[src/rtl/multi_port_queue_if.sv]
// Handshake bundle for multi_port_queue.
// The producer/consumer side uses the master modport and the queue uses the slave modport.
interface multi_port_queue_if #(
  parameter int ENQ_N = 2,
  parameter int DEQ_N = 2,
  parameter int WIDTH = 32
);
  logic [ENQ_N-1:0] enq_valid;
  logic [WIDTH-1:0] enq_data [ENQ_N];
  logic             enq_ready;
  logic [DEQ_N-1:0] deq_valid;
  logic [WIDTH-1:0] deq_data [DEQ_N];
  logic [DEQ_N-1:0] deq_pop;

  modport master (
    output enq_valid, enq_data, deq_pop,
    input  enq_ready, deq_valid, deq_data
  );

  modport slave (
    input  enq_valid, enq_data, deq_pop,
    output enq_ready, deq_valid, deq_data
  );
endinterface

[src/rtl/multi_port_queue.sv]
// Multi-lane circular queue: ENQ_N compacting enqueue lanes, DEQ_N dequeue lanes.
// Enqueue is all-or-nothing against the pre-dequeue free space; the element count
// alone decides full/empty, so head/tail equality is never ambiguous.
// Optional peak-occupancy register enabled by macro MULTI_PORT_QUEUE_WATERMARK_EN;
// without it max_count reads 0.
module multi_port_queue #(
  parameter int DEPTH_BITS = 4,
  parameter int ENQ_N      = 2,
  parameter int DEQ_N      = 2,
  parameter int WIDTH      = 32
) (
  input  logic                  clk,
  input  logic                  rst,
  input  logic                  flush,
  multi_port_queue_if.slave     q,
  output logic [DEPTH_BITS:0]   freespace,
  output logic [DEPTH_BITS:0]   elemcount,
  output logic [DEPTH_BITS:0]   max_count
);

  localparam int DEPTH    = 1 << DEPTH_BITS;
  localparam int CNT_W    = DEPTH_BITS + 1;
  localparam int LANE_MAX = (ENQ_N > DEQ_N) ? ENQ_N : DEQ_N;
  localparam int PC_W     = $clog2(LANE_MAX) + 1;

  logic [WIDTH-1:0]      mem [DEPTH];
  logic [DEPTH_BITS-1:0] head_ptr;
  logic [DEPTH_BITS-1:0] tail_ptr;
  logic [CNT_W-1:0]      count;
  logic [CNT_W-1:0]      count_next;
  logic [CNT_W-1:0]      n_enq_ext;
  logic [CNT_W-1:0]      n_enq_acc;
  logic [CNT_W-1:0]      n_deq;
  logic [PC_W-1:0]       n_enq;
  logic [PC_W-1:0]       enq_acc;
  logic [PC_W-1:0]       pop_run;
  logic [PC_W-1:0]       enq_off [ENQ_N];
  logic                  pop_chain;
  logic                  accept;
  logic                  wr_en;

  // Compaction: each valid lane's slot offset is the number of valid lanes below it.
  always_comb begin
    enq_acc = '0;
    for (int i = 0; i < ENQ_N; i++) begin
      enq_off[i] = enq_acc;
      if (q.enq_valid[i]) enq_acc = enq_acc + PC_W'(1);
    end
    n_enq = enq_acc;
  end

  // Pop run length: consecutive ones from lane 0; anything above the first zero is ignored.
  always_comb begin
    pop_chain = 1'b1;
    pop_run   = '0;
    for (int j = 0; j < DEQ_N; j++) begin
      pop_chain = pop_chain & q.deq_pop[j];
      if (pop_chain) pop_run = pop_run + PC_W'(1);
    end
  end

  // Acceptance and next-count arithmetic; a same-cycle pop never creates room for a push.
  always_comb begin
    n_enq_ext  = CNT_W'(n_enq);
    accept     = (n_enq_ext <= freespace);
    wr_en      = rst & accept & ~flush;
    n_enq_acc  = accept ? n_enq_ext : '0;
    n_deq      = (CNT_W'(pop_run) > count) ? count : CNT_W'(pop_run);
    count_next = flush ? '0 : (count + n_enq_acc - n_deq);
  end

  // Read side: lane j shows the j-th oldest entry, valid only while it exists.
  always_comb begin
    q.deq_valid = '0;
    for (int j = 0; j < DEQ_N; j++) begin
      q.deq_valid[j] = (count > CNT_W'(j));
      q.deq_data[j]  = mem[tail_ptr + DEPTH_BITS'(j)];
    end
  end

  assign q.enq_ready = accept;
  assign freespace   = CNT_W'(DEPTH) - count;
  assign elemcount   = count;

  // Storage writes; contents are don't-care until written so there is no reset here.
  always_ff @(posedge clk) begin
    if (wr_en) begin
      for (int i = 0; i < ENQ_N; i++) begin
        if (q.enq_valid[i]) mem[head_ptr + DEPTH_BITS'(enq_off[i])] <= q.enq_data[i];
      end
    end
  end

  // Pointer and count state; flush keeps head and drops everything behind it.
  always_ff @(posedge clk or negedge rst) begin
    if (!rst) begin
      head_ptr <= '0;
      tail_ptr <= '0;
      count    <= '0;
    end else if (flush) begin
      tail_ptr <= head_ptr;
      count    <= '0;
    end else begin
      head_ptr <= head_ptr + DEPTH_BITS'(n_enq_acc);
      tail_ptr <= tail_ptr + DEPTH_BITS'(n_deq);
      count    <= count_next;
    end
  end

`ifdef MULTI_PORT_QUEUE_WATERMARK_EN
  logic [CNT_W-1:0] peak_q;

  // Peak occupancy tracks count_next in the same edge; only reset clears it.
  always_ff @(posedge clk or negedge rst) begin
    if (!rst) begin
      peak_q <= '0;
    end else if (count_next > peak_q) begin
      peak_q <= count_next;
    end
  end

  assign max_count = peak_q;
`else
  assign max_count = '0;
`endif

endmodule

[src/flat_wrapper.sv]
// flat-port wrapper written by rule: the top's interface ports become plain ports
module multi_port_queue_flat 
#(
  parameter int DEPTH_BITS = 4,
  parameter int ENQ_N      = 2,
  parameter int DEQ_N      = 2,
  parameter int WIDTH      = 32
)
  (clk, rst, flush, freespace, elemcount, max_count, q_enq_valid, q_enq_data, q_deq_pop, q_enq_ready, q_deq_valid, q_deq_data);
  multi_port_queue_if #(.ENQ_N(ENQ_N), .DEQ_N(DEQ_N), .WIDTH(WIDTH)) q_i ();
  input  logic clk;
  input  logic rst;
  input  logic flush;
  output logic [DEPTH_BITS:0] freespace;
  output logic [DEPTH_BITS:0] elemcount;
  output logic [DEPTH_BITS:0] max_count;
  input wire logic [$bits(q_i.enq_valid)-1:0] q_enq_valid;
  input wire logic [$bits(q_i.enq_data)-1:0] q_enq_data;
  input wire logic [$bits(q_i.deq_pop)-1:0] q_deq_pop;
  output wire logic [$bits(q_i.enq_ready)-1:0] q_enq_ready;
  output wire logic [$bits(q_i.deq_valid)-1:0] q_deq_valid;
  output wire logic [$bits(q_i.deq_data)-1:0] q_deq_data;
  assign q_i.enq_valid = q_enq_valid;
  assign q_i.enq_data = {>>{q_enq_data}};
  assign q_i.deq_pop = q_deq_pop;
  assign q_enq_ready = q_i.enq_ready;
  assign q_deq_valid = q_i.deq_valid;
  assign q_deq_data = {>>{q_i.deq_data}};
  multi_port_queue #(.DEPTH_BITS(DEPTH_BITS), .ENQ_N(ENQ_N), .DEQ_N(DEQ_N), .WIDTH(WIDTH)) u_core (.clk(clk), .rst(rst), .flush(flush), .q(q_i), .freespace(freespace), .elemcount(elemcount), .max_count(max_count));
endmodule
[config.mk]
export PLATFORM = sky130hd
export DESIGN_NAME = multi_port_queue_flat
export DESIGN_NICKNAME = d
export VERILOG_FILES = /design/src/rtl/multi_port_queue_if.sv /design/src/rtl/multi_port_queue.sv /design/src/flat_wrapper.sv
export SDC_FILE = /design/constraint.sdc
export NUM_CORES = 1
export LEC_CHECK = 0
export ABC_CLOCK_PERIOD_IN_PS = 16400
export CORE_MARGIN = 2
export CORE_UTILIZATION = 55
export CTS_BUF_LIST = sky130_fd_sc_hd__clkbuf_4 sky130_fd_sc_hd__clkbuf_8
export CTS_CLUSTER_SIZE = 30
export DETAILED_ROUTE_END_ITERATION = 16
export PLACE_DENSITY = 0.74
export SLEW_MARGIN = 20
export SYNTH_ARGS = -nofsm -noshare
export SYNTH_HDL_FRONTEND = slang
export SYNTH_SLANG_ARGS = --single-unit
[constraint.sdc]
create_clock -name clk -period 16.4 [get_ports clk]
set_input_delay 2.46 -clock clk [delete_from_list [all_inputs] [get_ports clk]]
set_output_delay 2.46 -clock clk [all_outputs]
set_load 0.1 [all_outputs]
== Word-level counts from Yosys, hierarchy flattened ==
Memory sizes are Yosys's and may differ from the RTL's.
Cells that the tools add are included.

* Flip-flop bits (word level): 13
* Memory bits (writable): 512
* Input port bits: 71
* Logic and storage cells: 35
* Memories: 1

{| class="wikitable"
|+ Memory list
! memory !! words !! width !! read ports !! clocked after memory_dff !! write ports !! RTL line !! text
|-
| u_core.mem || 16 || 32 || 2 || 0 || 2 || multi_port_queue.sv:26 || <nowiki>logic [WIDTH-1:0] mem [DEPTH];</nowiki>
|}

* Add/subtract/negate cells: 9
* Magnitude comparators: 4
* Mux-type cells: 14
* Bitwise logic cells: 4

{| class="wikitable"
|+ Operators with widths
! kind !! number
|-
| $gt 5x1->1 const B || 2
|-
| $mux 5 || 2
|-
| $add 4x4->4 || 2
|-
| $mux 1 || 8
|-
| $mux 2 || 3
|-
| $add 5x5->5 || 1
|-
| $gt 2x5->1 || 1
|-
| $le 2x5->1 || 1
|-
| $sub 5x5->5 || 1
|-
| $sub 5x5->5 const A || 1
|-
| $add 1x1->2 const B || 2
|-
| $add 4x1->4 const B || 1
|-
| $add 4x2->4 || 1
|-
| $mux 4 || 1
|-
| $and 1x1->1 || 3
|-
| $not 1->1 || 1
|}

== Logic depth before layout (Yosys ltp) ==
Gate-level depths: netlist of the first run.

* Depth in word-level cells: 8
* Depth in mapped cells: 19
* Gate-level depth less buffers: 17

== Least setup slack after synthesis of the first run ==
OpenSTA, ideal clock, no wires.

* Path type: input to register
* Start: input port q_enq_valid[0]
* End: memory u_core.mem[9][0], enable pin
* Setup time: 0.511 ns
* Arrival: 6.838 ns
* Data required time: 15.889 ns
* Path slack: 9.051 ns
* Stages: 6
* Path through: ha_1 > ha_1 > nor2b_1 > o211ai_1 > nor3_4 > o41ai_1

{| class="wikitable"
|+ RTL lines
! what !! RTL line !! text
|-
| from (decl) || flat_wrapper.sv:17 || <nowiki>input wire logic [$bits(q_i.enq_valid)-1:0] q_enq_valid;</nowiki>
|-
| to (decl) || multi_port_queue.sv:26 ||
|}

== Final worst setup path of the first run ==
* Start: register u_core.tail_ptr[0]
* End: output port q_deq_data[31]

* Word-level cells in the longest chain between the ends: 2

{| class="wikitable"
|+ Ends and longest elaborated chain
! what !! RTL line !! text
|-
| from (decl) || multi_port_queue.sv:28 || <nowiki>logic [DEPTH_BITS-1:0] tail_ptr;</nowiki>
|-
| from (signal assigned) || multi_port_queue.sv:101 || <nowiki>tail_ptr <= head_ptr;</nowiki>
|-
| from (signal assigned) || multi_port_queue.sv:105 || <nowiki>tail_ptr <= tail_ptr + DEPTH_BITS'(n_deq);</nowiki>
|-
| $add 4x1->4 || multi_port_queue.sv:77 || <nowiki>q.deq_data[j] = mem[tail_ptr + DEPTH_BITS'(j)];</nowiki>
|-
| $mem_v2 16x32 || -- ||
|-
| to (decl) || flat_wrapper.sv:22 || <nowiki>output wire logic [$bits(q_i.deq_data)-1:0] q_deq_data;</nowiki>
|}

Every way passes these cells.

==> results.txt, run 1 <==
----------------------------------------------------
[Setup path]
  CP Capture Type ... output port
  Nature of the critical path startpoint ... flop
  Required time worst endpoint ... 13.94 ns
  R2R setup slack ... 11.71 ns
  CP max FO ... 65
  Classification of the worst setup path ... reg -> out
  Critical Path AT ... 5.87 ns

[Floorplan]
  Top-Level Pins ... 153
  Total die area ... 59300 um2
  Die Y ... 244 um
  Starting Density ... 55.7%
  Chip width ... 244 um
  Core outline area ... 56600 um2
  Site Rows ... 87

[Status]
  Run status ... completed

[Logic synthesis]
  Number of enable flip-flop cells after synthesis ... 512
  Most frequently used cell type in the post-synthesis netlist ... sky130_fd_sc_hd__edfxtp_1
  Area contributors post-synth ... sky130_fd_sc_hd__edfxtp_1, sky130_fd_sc_hd__mux4_2, sky130_fd_sc_hd__mux2_2
  Share of flip-flops with an asynchronous set or reset ... 2.48%
  Synthesized area divided by synthesized cell count ... 18.3 um2
  Number of storage elements in the synthesis netlist ... 525
  Predominant post-synthesis flop cell ... sky130_fd_sc_hd__edfxtp_1
  Mapped Area ... 31600 um2
  Warning count from the yosys run ... 0
  Cell types with the highest counts after synthesis ... sky130_fd_sc_hd__edfxtp_1, sky130_fd_sc_hd__mux2_2, sky130_fd_sc_hd__mux4_2, sky130_fd_sc_hd__mux2_4, sky130_fd_sc_hd__clkbuf_1
  Library cell occupying the most area in the post-synthesis netlist ... sky130_fd_sc_hd__edfxtp_1
  Number of different library cells in the post-synthesis netlist ... 49
  Area share of the largest cell type after synthesis ... 48.7%
  Fraction of the yosys area taken by sequential cells ... 49.8%
  Cells after Synth ... 1726

[STA]
  Worst Skew ... 0.0300 ns
  Final setup fails ... 0
  Normalized max-slew margin ... 23.6%
  Top achievable clock speed ... 120 MHz
  Unrepaired setup endpoints after global routing ... false
  Final critical-path share of the clock period ... 50.8%
  Fin. max-slew vios ... 0
  Shortest clock period the worst path allows after layout ... 8.33 ns
  Final count of hold timing violations ... 0
  Transition time of the tightest slew-check pin ... 1.14 ns
  Setup tns final ... 0 ns

[Layout]
  Sequential Area ... 15700 um2
  Nets@finish ... 1906
  Fill cell instance count of the final layout ... 4090
  Area taken by multi-input logic gates ... 14900 um2
  Layout overhead on the synthesized area ... 11.7%
  Share of layout cells above drive strength 1 ... 56.5%
  Fin cells ... 2637
  Final core area utilization ... 62.2%

[CTS]
  Register clock-pin slew on the reported worst setup and hold paths ... 0.05 ns
  Gates resized, CTS repair ... 0
  Root buffer cell ... sky130_fd_sc_hd__clkbuf_8
  CTS buffer count ... 92
  Worst-Skew Late Latency ... 0.69 ns
  Number of buffers inserted by hold repair at cts ... 0
  TritonCTS clock tree ... done
  Setup bufs post-CTS ... 0
  Maximum number of buffers from clock root to sink ... 3
  Number of clock sinks seen by CTS ... 525
  CTS H-Tree Depth ... 3

[Global routing]
  Fraction of met2 tracks used by global routing ... 47.5%
  Met1 Usage GRT ... 40.4%
  GR Util All Layers ... 29.9%
  Antenna violations before repair ... 5
  Top Usage Layer GRT ... met2
  Overflow left after global routing ... 0
  Global-route wire length before repair ... 127 mm
  Number of global-route vias before repair ... 18900
  GRT met3 Usage ... 8.59%
  Pin count of the biggest net entering global routing ... 150

[Detailed routing]
  Number of routed nets with antenna violations ... 0
  WL final ... 87.8 mm
  DRC marker count from the first detailed-route iteration ... 2096
  Total number of vias ... 18300
  Average wire per cell in the routed design ... 33.3 um
  Mean number of vias per cell ... 6.93
  Detailed-router iteration count before antenna repair ... 5
  DRC violations left ... 0

[Hold path]
  Min-Delay Path Class ... reg -> reg

[Placement]
  Post-detail-place hpwl ... 45.9 mm
  Count of placed standard cells including taps ... 2472
  Last weighted congestion value of the routability-driven placer ... 0.790
  Number of input and output port buffers inserted ... 147

[Job]
  Max-cap violations ... 0

----------------------------------------------------
==> cell families after synthesis <==
group	synth area share, %
muxes	42.9
DFF	49.8
buffers and inverters	3.87
and+or+nand+nor	1.28
AOI/OAI and AO/OA	0.769
adders and majority gates	1.09
xor gates and xnor gates	0.357
other	0.0119
==> per-stage QoR <==
step / setup slack (ns) / hold WS (ns) / cell area (um2)
2_1_floorplan: 9.05 / 0.571 / 31600
3_3_place_gp: 8.48 / 0.623 / 33400
3_5_place_dp: 8.42 / 0.625 / 33400
4_1_cts: 8.02 / 0.639 / 35200
5_1_grt: 7.87 / 0.702 / 35200
6_report: 8.07 / 0.646 / 35200
==> state kept, by name, summed over array words and instances (netlist names) <==
name	cells
u_core.tail_ptr	4
u_core.mem	512
u_core.elemcount	5
u_core.head_ptr	4
==> layout make-up <==
cell class | count | area share, %
clock inverters | 35 | 0.678
repair buffers | 188 | 5.09
inverters | 22 | 0.234
flip-flops and latches | 525 | 44.6
well taps | 756 | 2.68
clock buffers | 127 | 4.41
multi-input cells | 981 | 42.3
diodes | 3 | 0.0213
==> placed cells by master, fill, tap and decap left out, types with 7 or more instances in the layout <==
cell type                         Yosys  layout
sky130_fd_sc_hd__edfxtp_1           512     512
sky130_fd_sc_hd__mux2_2             367     367
sky130_fd_sc_hd__mux4_2             320     320
sky130_fd_sc_hd__clkdlybuf4s50_1      0     147
sky130_fd_sc_hd__mux2_4             145     145
sky130_fd_sc_hd__clkbuf_8             0      96
sky130_fd_sc_hd__buf_4               19      40
sky130_fd_sc_hd__clkbuf_4             0      31
sky130_fd_sc_hd__inv_1               21      21
sky130_fd_sc_hd__ha_1                21      20
sky130_fd_sc_hd__clkinv_1             0      19
sky130_fd_sc_hd__clkinv_2             0      10
sky130_fd_sc_hd__nand2_1              9       9
sky130_fd_sc_hd__dfrtp_1             13       9
sky130_fd_sc_hd__nor2_1               8       8
sky130_fd_sc_hd__nand3_2              4       8
sky130_fd_sc_hd__o21ai_0             16       8
sky130_fd_sc_hd__o21ai_4              0       8
sky130_fd_sc_hd__and3_2               0       7
sky130_fd_sc_hd__o21bai_4             0       7
==> metal layers <==
metal / vias up / routed length, um
met4: 6 / 2610
met1: 9611 / 33300
met2: 1131 / 42100
li1: 7352 / -
met5: - / 42
met3: 176 / 9740
==> critical path, cell delays in order (launching register included) <==
cell                              delay (ns)
sky130_fd_sc_hd__dfrtp_4                1.04
sky130_fd_sc_hd__ha_4                   0.99
sky130_fd_sc_hd__buf_4                  0.97
sky130_fd_sc_hd__mux4_2                 0.61
sky130_fd_sc_hd__mux4_2                 0.54
sky130_fd_sc_hd__clkdlybuf4s50_1        1.01
==> final timing paths <==
path / to / cells after the start / start
setup reg to reg: u_core.mem[6][13] / 12 / u_core.elemcount[0]
hold reg to reg: u_core.tail_ptr[3] / 2 / u_core.head_ptr[3]
hold / removal: u_core.tail_ptr[3] / 2 / u_core.head_ptr[3]
max in group asynchronous: u_core.tail_ptr[2] / 1 / rst
setup / recovery: q_deq_data[31] / 5 / u_core.tail_ptr[0]
min in group asynchronous: u_core.elemcount[3] / 1 / rst
Power of run 1 is left out: the tool's default activity adds up to more than one toggle a clock period on the data nets, which glitch-free logic cannot reach.
==> run 2, diff against run 1 <==
--- a/config.mk
+++ b/config.mk
@@ -5,13 +5,13 @@
 export SDC_FILE = /design/constraint.sdc
 export NUM_CORES = 1
 export LEC_CHECK = 0
-export ABC_CLOCK_PERIOD_IN_PS = 16400
+export ABC_CLOCK_PERIOD_IN_PS = 6800
 export CORE_MARGIN = 2
 export CORE_UTILIZATION = 55
 export CTS_BUF_LIST = sky130_fd_sc_hd__clkbuf_4 sky130_fd_sc_hd__clkbuf_8
 export CTS_CLUSTER_SIZE = 30
 export DETAILED_ROUTE_END_ITERATION = 16
-export PLACE_DENSITY = 0.74
+export PLACE_DENSITY = 0.77
 export SLEW_MARGIN = 20
 export SYNTH_ARGS = -nofsm -noshare
 export SYNTH_HDL_FRONTEND = slang
==> constraint.sdc (replaced) <==
create_clock -name clk -period 6.8 [get_ports clk]
set_input_delay 1.02 -clock clk [delete_from_list [all_inputs] [get_ports clk]]
set_output_delay 1.02 -clock clk [all_outputs]
set_load 0.1 [all_outputs]
==> results.txt, run 2 (same netlist as run 1, synthesis figures left out) <==
----------------------------------------------------
[Placement]
  Number of input and output port buffers inserted ... 147
  Place WS ... 1.69 ns
  Placed standard-cell area ... 33500 um2
  Post-detail-place hpwl ... 49.3 mm
  Last weighted congestion value of the routability-driven placer ... 0.788
  Count of placed standard cells including taps ... 2481

[Detailed routing]
  Average wire per cell in the routed design ... 32.9 um
  Number of routed nets with antenna violations ... 0
  DRC marker count from the first detailed-route iteration ... 2302
  Detailed-router iteration count before antenna repair ... 5
  WL final ... 87.0 mm
  Total number of vias ... 18500
  DRC violations left ... 0
  Mean number of vias per cell ... 7.00

[Setup path]
  Number of cells on the worst reg-to-reg path ... 11
  Nature of the critical path startpoint ... flop
  R2r endpoint ... u_core.mem[3][5]
  First element of the critical path ... u_core.tail_ptr[1]
  CP Capture Type ... output port
  Required time worst endpoint ... 5.78 ns
  Reg2reg start ... u_core.elemcount[0]
  Critical Path AT ... 4.72 ns
  End point of the critical path ... q_deq_data[4]
  CP max FO ... 29
  R2R setup slack ... 2.49 ns
  Classification of the worst setup path ... reg -> out

[STA]
  Final critical-path share of the clock period ... 84.4%
  Normalized max-slew margin ... 29.2%
  Hold slack ... 0.671 ns
  Final count of hold timing violations ... 0
  Fin. max-slew vios ... 0
  Final worst slack ... 1.06 ns
  Transition time of the tightest slew-check pin ... 1.06 ns
  Shortest clock period the worst path allows after layout ... 5.74 ns
  Top achievable clock speed ... 174 MHz
  Worst Skew ... 0.0336 ns
  Final setup fails ... 0
  Unrepaired setup endpoints after global routing ... false

[Global routing]
  Antenna violations before repair ... 5
  Number of global-route vias before repair ... 18800
  Global-route wire length before repair ... 127 mm
  Pin count of the biggest net entering global routing ... 125
  Overflow left after global routing ... 0
  GR Util All Layers ... 29.5%

[CTS]
  TritonCTS clock tree ... done
  CTS buffer count ... 89
  Maximum number of buffers from clock root to sink ... 3
  Worst-Skew Late Latency ... 0.69 ns
  CTS H-Tree Depth ... 3
  Gates resized, CTS repair ... 0
  Root buffer cell ... sky130_fd_sc_hd__clkbuf_8
  Register clock-pin slew on the reported worst setup and hold paths ... 0.06 ns
  Number of buffers inserted by hold repair at cts ... 0
  Number of clock sinks seen by CTS ... 525
  Setup bufs post-CTS ... 0

[Layout]
  Top library cells by usage in the layout, fill and taps aside ... sky130_fd_sc_hd__edfxtp_1, sky130_fd_sc_hd__mux2_2, sky130_fd_sc_hd__mux4_2
  Max FFs per register ... 512
  Most common cell after layout, fill and taps aside ... sky130_fd_sc_hd__edfxtp_1
  Share of layout cells above drive strength 1 ... 56.4%
  Layout overhead on the synthesized area ... 11.7%
  Fill cell instance count of the final layout ... 4049
  Fin cells ... 2643
  Nets@finish ... 1913
  Final std cell area, no fill ... 35300 um2

[Floorplan]
  Total die area ... 59300 um2
  Top-Level Pins ... 153
  Site Rows ... 87
  Chip width ... 244 um
  Starting Density ... 55.7%
  Core outline area ... 56600 um2
  Die Y ... 244 um

[Status]
  Run status ... completed

[Job]
  Max-cap violations ... 0

[Hold path]
  Min-Delay Path Class ... reg -> reg

----------------------------------------------------
[run 2: per-layer routing]
metal	GRT usage [%]	part of all wire, %
met1	39.1	37
met2	48.3	50
met3	6.44	9.6
met4	11.1	3.6
met5	0	0.032
[run 2: worst max-delay path, stage by stage (launching register included)]
cell and delay, ns:
sky130_fd_sc_hd__dfrtp_4 0.86, sky130_fd_sc_hd__nand3_1 0.30, sky130_fd_sc_hd__xor2_4 0.90, sky130_fd_sc_hd__buf_4 0.47, sky130_fd_sc_hd__mux4_2 0.32, sky130_fd_sc_hd__clkdlybuf4s50_1 1.16
[run 2: worst min path at each step]
| stage | start | end | slack (ns) | cells past startpoint |
|---|---|---|---|---|
| floorplan | u_core.head_ptr[0] | u_core.head_ptr[0] | 0.57 | 2 |
| global placement | u_core.head_ptr[3] | u_core.tail_ptr[3] | 0.63 | 2 |
| detailed placement | u_core.head_ptr[3] | u_core.tail_ptr[3] | 0.66 | 2 |
| CTS | u_core.head_ptr[3] | u_core.tail_ptr[3] | 0.67 | 2 |
| global route | u_core.head_ptr[3] | u_core.tail_ptr[3] | 0.73 | 2 |
| finish | u_core.head_ptr[0] | u_core.head_ptr[0] | 0.67 | 2 |
[run 2: final cells by class]
| cell class | count | area [um2] | share of cell area [%] |
|---|---|---|---|
| Sequential cell | 525 | 15700 | 44.6 |
| Multi-Input combinational cell | 981 | 14900 | 42.3 |
| Timing Repair Buffer | 198 | 1920 | 5.46 |
| Clock buffer | 116 | 1450 | 4.12 |
| Tap cell | 756 | 946 | 2.68 |
| Clock inverter | 42 | 216 | 0.614 |
| Inverter | 22 | 82.6 | 0.234 |
| Antenna cell | 3 | 7.51 | 0.0213 |
[run 2: per-stage QoR]
step           utilization (%)  TNS [ns]
3_5_place_dp              59.3         0
5_1_grt                   62.3         0
6_report                  62.3         0
2_1_floorplan                -     -3.24
3_3_place_gp              59.3         0
4_1_cts                   62.2         0
Power of run 2 is left out for the same reason.
==> run 3, diff against run 2 <==
--- a/config.mk
+++ b/config.mk
@@ -5,7 +5,7 @@
 export SDC_FILE = /design/constraint.sdc
 export NUM_CORES = 1
 export LEC_CHECK = 0
-export ABC_CLOCK_PERIOD_IN_PS = 6800
+export ABC_CLOCK_PERIOD_IN_PS = 5000
 export CORE_MARGIN = 2
 export CORE_UTILIZATION = 55
 export CTS_BUF_LIST = sky130_fd_sc_hd__clkbuf_4 sky130_fd_sc_hd__clkbuf_8
==> constraint.sdc (replaced) <==
create_clock -name clk -period 5 [get_ports clk]
set_input_delay 0.75 -clock clk [delete_from_list [all_inputs] [get_ports clk]]
set_output_delay 0.75 -clock clk [all_outputs]
set_load 0.1 [all_outputs]
==> results.txt, run 3 (same netlist as run 1, synthesis figures left out) <==
----------------------------------------------------
[CTS]
  CTS H-Tree Depth ... 3
  Root buffer cell ... sky130_fd_sc_hd__clkbuf_8
  Maximum number of buffers from clock root to sink ... 3
  Setup bufs post-CTS ... 0
  Number of clock sinks seen by CTS ... 525
  Gates resized, CTS repair ... 0
  Number of buffers inserted by hold repair at cts ... 0
  Worst-Skew Late Latency ... 0.70 ns
  Register clock-pin slew on the reported worst setup and hold paths ... 0.06 ns
  TritonCTS clock tree ... done
  CTS buffer count ... 89

[Floorplan]
  Total die area ... 59300 um2
  Site Rows ... 87
  Chip width ... 244 um
  Starting Density ... 55.7%
  Top-Level Pins ... 153
  Core outline area ... 56600 um2
  Die Y ... 244 um

[Setup path]
  Required time worst endpoint ... 4.25 ns
  Stage delay of the slowest cell on the critical path ... 1.00 ns
  List of cells traversed by the critical path ... buf_4, mux4_2, mux4_2, clkdlybuf4s50_1
  CP Capture Type ... output port
  Classification of the worst setup path ... reg -> out
  Worst path slowest cell ... sky130_fd_sc_hd__clkdlybuf4s50_1
  Most frequent CP cell ... sky130_fd_sc_hd__mux4_2
  Family of cells with the greatest summed delay on the critical path ... buffers and inverters
  Nature of the critical path startpoint ... flop
  Critical Path AT ... 4.07 ns
  Worst path bufs/invs ... 2
  CP max FO ... 31

[Placement]
  Last weighted congestion value of the routability-driven placer ... 0.834
  Post-detail-place hpwl ... 51.0 mm
  Number of input and output port buffers inserted ... 147

[Global routing]
  Pin count of the biggest net entering global routing ... 73
  Global-route wire length before repair ... 128 mm
  GR Util All Layers ... 29.7%
  Number of global-route vias before repair ... 19000
  Overflow left after global routing ... 0
  Antenna violations before repair ... 7

[Detailed routing]
  DRC marker count from the first detailed-route iteration ... 2077
  Detailed-router iteration count before antenna repair ... 6
  Average wire per cell in the routed design ... 32.9 um
  Mean number of vias per cell ... 6.96
  Number of routed nets with antenna violations ... 0
  WL final ... 87.6 mm
  Total number of vias ... 18500
  DRC violations left ... 0

[Layout]
  Share of layout cells above drive strength 1 ... 59.5%
  Layout overhead on the synthesized area ... 12.8%
  Fill cell instance count of the final layout ... 3960
  Most common cell after layout, fill and taps aside ... sky130_fd_sc_hd__edfxtp_1
  Final core area utilization ... 62.9%
  Max FFs per register ... 512
  Top library cells by usage in the layout, fill and taps aside ... sky130_fd_sc_hd__edfxtp_1, sky130_fd_sc_hd__mux2_2, sky130_fd_sc_hd__mux4_2
  Nets@finish ... 1932

[STA]
  Fin. max-slew vios ... 0
  Setup tns final ... 0 ns
  Transition time of the tightest slew-check pin ... 0.993 ns
  Final critical-path share of the clock period ... 96.5%
  Final setup fails ... 0
  Final count of hold timing violations ... 0
  Top achievable clock speed ... 207 MHz
  Normalized max-slew margin ... 33.6%
  Hold slack ... 0.403 ns
  Unrepaired setup endpoints after global routing ... false
  Shortest clock period the worst path allows after layout ... 4.82 ns
  Worst Skew ... 0.0431 ns

[Status]
  Run status ... completed

[Job]
  Max-cap violations ... 0

[Hold path]
  Min-Delay Path Class ... in -> async

----------------------------------------------------
-- run 3: cell count changes in the layout (fill, tap and decap cells not counted), moves of 2 or more --
cell                              before  now
sky130_fd_sc_hd__clkdlybuf4s50_1     147  100
sky130_fd_sc_hd__buf_4                46   89
sky130_fd_sc_hd__buf_12                4   28
sky130_fd_sc_hd__clkinvlp_4            4    0
sky130_fd_sc_hd__diode_2               3    6
sky130_fd_sc_hd__clkbuf_4             23   21
sky130_fd_sc_hd__dfrtp_1               9    7
sky130_fd_sc_hd__dfrtp_2               1    3
-- run 3: layout make-up --
type | instances | area [um2] | area share [%]
Antenna cell | 6 | 15.0 | 0.0422
Clock buffer | 114 | 1440 | 4.04
Clock inverter | 41 | 248 | 0.696
Inverter | 22 | 82.6 | 0.232
Multi-Input combinational cell | 981 | 14900 | 41.9
Sequential cell | 525 | 15700 | 44.2
Tap cell | 756 | 946 | 2.66
Timing Repair Buffer | 217 | 2230 | 6.26
-- run 3: worst paths after layout --
check	start	end	slack, ns	depth (start not counted)
min in group clk	u_core.head_ptr[3]	u_core.tail_ptr[3]	0.68	2
min reg2reg	u_core.head_ptr[3]	u_core.tail_ptr[3]	0.68	2
max	u_core.tail_ptr[1]	q_deq_data[46]	0.18	4
min	rst	u_core.tail_ptr[3]	0.40	2
max reg2reg	u_core.elemcount[0]	u_core.elemcount[3]	1.13	17
max in group asynchronous	rst	u_core.elemcount[0]	4.37	2
-- run 3: through the flow --
step | setup WS [ns] | area, um2 | cells
2_1_floorplan | 0.147 | 31700 | 1731
3_3_place_gp | 0.635 | 33900 | 2501
3_5_place_dp | 0.577 | 33900 | 2501
4_1_cts | 0.103 | 35600 | 2656
5_1_grt | 0.0503 | 35600 | 2660
6_report | 0.177 | 35600 | 2662
-- run 3: routing by layer --
layer,part of all wire [%],GRT usage (%)
met4,3.8,11.9
met3,9.2,5.75
met2,49,47.7
met5,0.014,0
met1,38,40.4
-- run 3: worst register-to-register path, delay by kind of cell (launching register included) --
| kind | cells | cell delay [ns] |
|---|---|---|
| compound gates | 3 | 0.58 |
| xor+xnor | 1 | 0.16 |
| fa+ha+maj | 4 | 1.41 |
| buf+inv | 5 | 0.60 |
| flops | 1 | 0.46 |
| simple gates | 4 | 0.54 |
Power of run 3 is left out for the same reason.
